$ cat src/rtl/key_debounce_array.sv
// key_debounce_array: N independent key channels, each with a synchroniser, debounce window, press/release pulses and long-press detection
module key_debounce_array #(
    parameter int N_KEYS          = 4,
    parameter int DEBOUNCE_CYCLES = 20,
    parameter int LONG_CYCLES     = 1000,
    parameter bit ACTIVE_LOW      = 1'b0
) (
    input  logic              clk_1KHz,
    input  logic              rst_n,
    input  logic [N_KEYS-1:0] keys_in,
    output logic [N_KEYS-1:0] key_state,
    output logic [N_KEYS-1:0] key_press,
    output logic [N_KEYS-1:0] key_release,
    output logic [N_KEYS-1:0] key_long
);
    localparam int DW = $clog2(DEBOUNCE_CYCLES);
    localparam int LW = $clog2(LONG_CYCLES + 1);

    for (genvar g = 0; g < N_KEYS; g++) begin : g_ch
        logic          r_s1, r_s2, r_state, r_press, r_release, r_long;
        logic [DW-1:0] r_dcnt;
        logic [LW-1:0] r_lcnt;
        logic          w_p, w_expire, w_fall, w_lsat;

        assign w_p      = keys_in[g] ^ ACTIVE_LOW;
        assign w_expire = (r_s2 != r_state) && (r_dcnt == DW'(DEBOUNCE_CYCLES - 1));
        assign w_fall   = w_expire && r_state;
        assign w_lsat   = r_lcnt == LW'(LONG_CYCLES);

        // Synchronise, filter and time one key; pulses are registered alongside the level they report.
        // Synchronisers reset to the released level so a key held through reset is seen as a fresh press.
        always_ff @(posedge clk_1KHz) begin
            if (!rst_n) begin
                r_s1      <= 1'b0;
                r_s2      <= 1'b0;
                r_state   <= 1'b0;
                r_press   <= 1'b0;
                r_release <= 1'b0;
                r_long    <= 1'b0;
                r_dcnt    <= '0;
                r_lcnt    <= '0;
            end else begin
                r_s1      <= w_p;
                r_s2      <= r_s1;
                r_dcnt    <= (r_s2 == r_state || w_expire) ? '0 : r_dcnt + 1'b1;
                r_state   <= w_expire ? r_s2 : r_state;
                r_press   <= w_expire && r_s2;
                r_release <= w_fall;
                r_lcnt    <= (!r_state || w_fall) ? '0 : w_lsat ? r_lcnt : r_lcnt + 1'b1;
                r_long    <= r_state && !w_fall && (r_lcnt == LW'(LONG_CYCLES - 1));
            end
        end

        assign key_state[g]   = r_state;
        assign key_press[g]   = r_press;
        assign key_release[g] = r_release;
        assign key_long[g]    = r_long;
    end
endmodule

$ cat config.mk
export PLATFORM = sky130hd
export DESIGN_NAME = key_debounce_array
export DESIGN_NICKNAME = d
export VERILOG_FILES = /design/src/rtl/key_debounce_array.sv
export SDC_FILE = /design/constraint.sdc
export NUM_CORES = 1
export LEC_CHECK = 0
export ABC_AREA = 1
export CAP_MARGIN = 20
export CORE_MARGIN = 1
export CORE_UTILIZATION = 59
export CTS_BUF_LIST = sky130_fd_sc_hd__clkbuf_16
export CTS_CLUSTER_SIZE = 10
export DETAILED_ROUTE_END_ITERATION = 6
export GPL_ROUTABILITY_DRIVEN = 0
export PLACE_DENSITY = 0.88
export SYNTH_ARGS = -nofsm -noshare
export SYNTH_HDL_FRONTEND = slang
export SYNTH_SLANG_ARGS = --single-unit
$ cat constraint.sdc
create_clock -name clk_1KHz -period 1.5 [get_ports clk_1KHz]
set_clock_uncertainty 0.2 [all_clocks]
set_input_delay 0.225 -clock clk_1KHz [delete_from_list [all_inputs] [get_ports clk_1KHz]]
set_output_delay 0.225 -clock clk_1KHz [all_outputs]
set_load 0.01 [all_outputs]
==> run_results.csv <==
group,metric,value,unit
global_route,grt_pass1_wl,13100,um
pwr,power.share.switching,20.2,%
floorplanning,fp.dieH,83.3,um
clocking,clock_latency,340,ps
worst_setup_path,cp-start-kind,"flip-flop",
yosys,ys_types,20,
place,dp_cells,639,
pwr,leakage,1.91,nW
worst_setup_path,crit_buf_inv,1,
finish,final_cells,658,
worst_setup_path,path_max_fanout,6,
drt,first_iter_violations,147,
drt,num_vias,3451,
finish,synthToLayoutAreaGrowth,19.8,%
yosys,ys_seq_elements,84,
global_route,overflow,0,
finish,fin_nets,595,
pwr,combPwrFrac,1.7,%
finish,nFillCells,429,
sta,finalHoldViolations,0,
min_path,hp-class,"primary input to flip-flop",
drt,dr.pass1.iters,5,
worst_setup_path,regToRegEndpoint,"g_ch[3].r_dcnt[2]",
worst_setup_path,reg2reg_slack,30,ps
finish,final_util,73.5,%
global_route,grt_usage,22.9,%
worst_setup_path,crit_end,"key_state[0]",
worst_setup_path,crit_family,"flip-flops",
worst_setup_path,critical-path-slowest-cell,"dfxtp_2",
drt,routedWlPerCell,12.5,um
finish,layout_common_cells,"nand2_1 (125), inv_1 (89), dfxtp_1 (72)",
yosys,syn_avg_cell_area,7.22,um2
drt,drc,0,
worst_setup_path,reg2reg_from,"g_ch[3].r_dcnt[0]",
sta,period_needed,1480,ps
worst_setup_path,rr_worst_depth,7,
clocking,h-tree-depth,3,
sta,period_share,98.4,%
pwr,power_density,952,nW/um2
worst_setup_path,required,1070,ps
floorplanning,io_pins,22,
worst_setup_path,critPathLaunch,"g_ch[0].r_state",
sta,setup_viol,0,
clocking,clk_path_buf_depth,2,
worst_setup_path,cp_num_cells,1,
pwr,finalPower,4.44,mW
worst_setup_path,arrival,1050,ps
yosys,yosysWarnings,0,
clocking,cts_hold_buffers,0,
worst_setup_path,crit_chain,"dlygate4sd2_1",
yosys,synth_nets,558,
global_route,grt_max_degree,14,
worst_setup_path,endpoint_kind,"output pin",
floorplanning,die-area,6930,um2
global_route,grt_pass1_vias,3243,
yosys,synth_cells,540,
drt,wl,8210,um
finish,mostFrequentLayoutCell,"nand2_1",
floorplanning,die_x,83.3,um
floorplanning,rows,29,
pwr,p_clk_share,47.6,%
yosys,netlist_area,3900,um2
sta,relSlewSlack,83.5,%
clocking,cts_sinks,84,
clocking,clockRootBuffer,"clkbuf_16",
pwr,p_int,3.54,mW
status,status,"complete, no violations",
global_route,antenna_found_initial,0,
drt,via_per_inst,5.24,
pwr,seqPwrFrac,50.6,%
finish,drive_gt1_share,17.6,%
clocking,cts_buffers,9,
sta,rsz0062_at_grt,"yes",
finish,antenna_cells,0,
clocking,cts.clk_slew.worst_paths,60,ps
drt,ant_nets,0,
place,io_buffers,21,
pwr,ir_drop,0.688,mV
pwr,power.switching,0.899,mW
yosys,ys_seq_area_share,43.1,%
sta,max_freq,677,MHz
worst_setup_path,critPathMaxStageDelay,420,ps
sta,worstMarginPinSlew,247,ps
floorplanning,initial_utilization,61.4,%
sta,slew_viol_final,0,
flow_run,maxCapViolCount,0,
worst_setup_path,critical_path_class,"flip-flop to output pin",
floorplanning,core_region_area,6350,um2
place,dp_hpwl,5210,um
clocking,cts_tree,"done",
[synthesized netlist by cell type]
master    number  area share (%)
a21oi_1       33             4.2
o21ai_1        1            0.13
ha_1          12             3.9
nand3b_1       2            0.39
nand3_1       42             5.4
dfxtp_1       84              43
or2_2          6            0.96
o21bai_1       5            0.96
inv_1         90             8.7
nand4_1       18             2.9
nand3_2        4             1.0
nor2_4         4             1.2
nor2_2         6            0.96
nand2_1      133              13
nand2_2        1            0.16
nor2_1        60             5.8
o21ai_0        6            0.77
inv_2          1           0.096
xor2_1        14             3.1
buf_4         18             3.5
[worst reg2reg max path, delay by kind of cell (launching register included)]
kind / cells / cell delay (ps)
simple gates: 4 / 370
compound gates: 1 / 150
fa+ha+maj: 1 / 190
buf+inv: 1 / 140
flops: 1 / 330
[state kept, by name (all words and copies together), names as in the netlist]
name / cells
g_ch.r_dcnt: 20
g_ch.r_lcnt: 40
g_ch.r_long: 4
g_ch.r_press: 4
g_ch.r_release: 4
g_ch.r_s1: 4
g_ch.r_s2: 4
g_ch.r_state: 4
[metal layers]
layer | wire [um] | global-route usage [%] | part of all wire (%) | up-vias
met1 | 3570 | 25.4 | 43 | 1565
met2 | 4030 | 40.8 | 49 | 97
met4 | 288 | 13.2 | 3.5 | 0
met5 | 0 | 0 | 0 | -
li1 | - | - | - | 1756
met3 | 325 | 4.17 | 4.0 | 33
[worst min-delay path by stage]
stage	startpoint	endpoint	slack, ps	cells after the start
global route	keys_in[0]	g_ch[0].r_s1	220	3
detailed placement	g_ch[3].r_s1	g_ch[3].r_s2	200	2
finish	keys_in[0]	g_ch[0].r_s1	210	3
floorplan	keys_in[0]	g_ch[0].r_s1	120	2
global placement	g_ch[1].r_s1	g_ch[1].r_s2	200	2
CTS	keys_in[0]	g_ch[0].r_s1	210	3
[power groups by stage]
stage	Clock (mW)	Sequential, mW	Combinational [mW]
4_1_cts	2.15	2.25	0.0666
5_1_grt	2.23	2.25	0.0864
3_5_place_dp	0	2.30	0.0656
3_3_place_gp	0	2.30	0.0639
2_1_floorplan	0	2.30	0.0346
6_report	2.12	2.25	0.0769
[layout make-up]
class / count / area (um2) / area share (%)
clock buffer: 9 / 225 / 4.82
multi-input combinational: 350 / 1910 / 40.8
sequential: 84 / 1700 / 36.4
tap: 77 / 96.3 / 2.06
inverter: 91 / 342 / 7.32
timing repair buffer: 41 / 340 / 7.29
clock inverter: 6 / 58.8 / 1.26
[cell families after synthesis]
family | share of synthesized area, %
AND/OR/NAND/NOR | 31.5
buffers and inverters | 12.2
flip-flops | 43.1
AO/OA/AOI/OAI | 6.10
XOR/XNOR | 3.15
adder cells (fa/ha/maj) | 3.85
[through the flow]
stage	setup WS (ps)	cell area [um2]	TNS, ps	hold WS, ps
final	23.9	4670	0	212
after CTS	7.47	4490	0	207
after global routing	-28.8	4670	-134	223
after detailed placement	-112	4210	-2870	205
after global placement	-82.3	4210	-2250	198
after floorplan	128	3900	0	123
[repair_timing]
item	CTS	global route
setup buffers	0	1
gates cloned	0	3
resized for setup	22	49
setup endpoints to repair	22	66
pin swaps	0	9
Power figures use the tool's default switching activity.
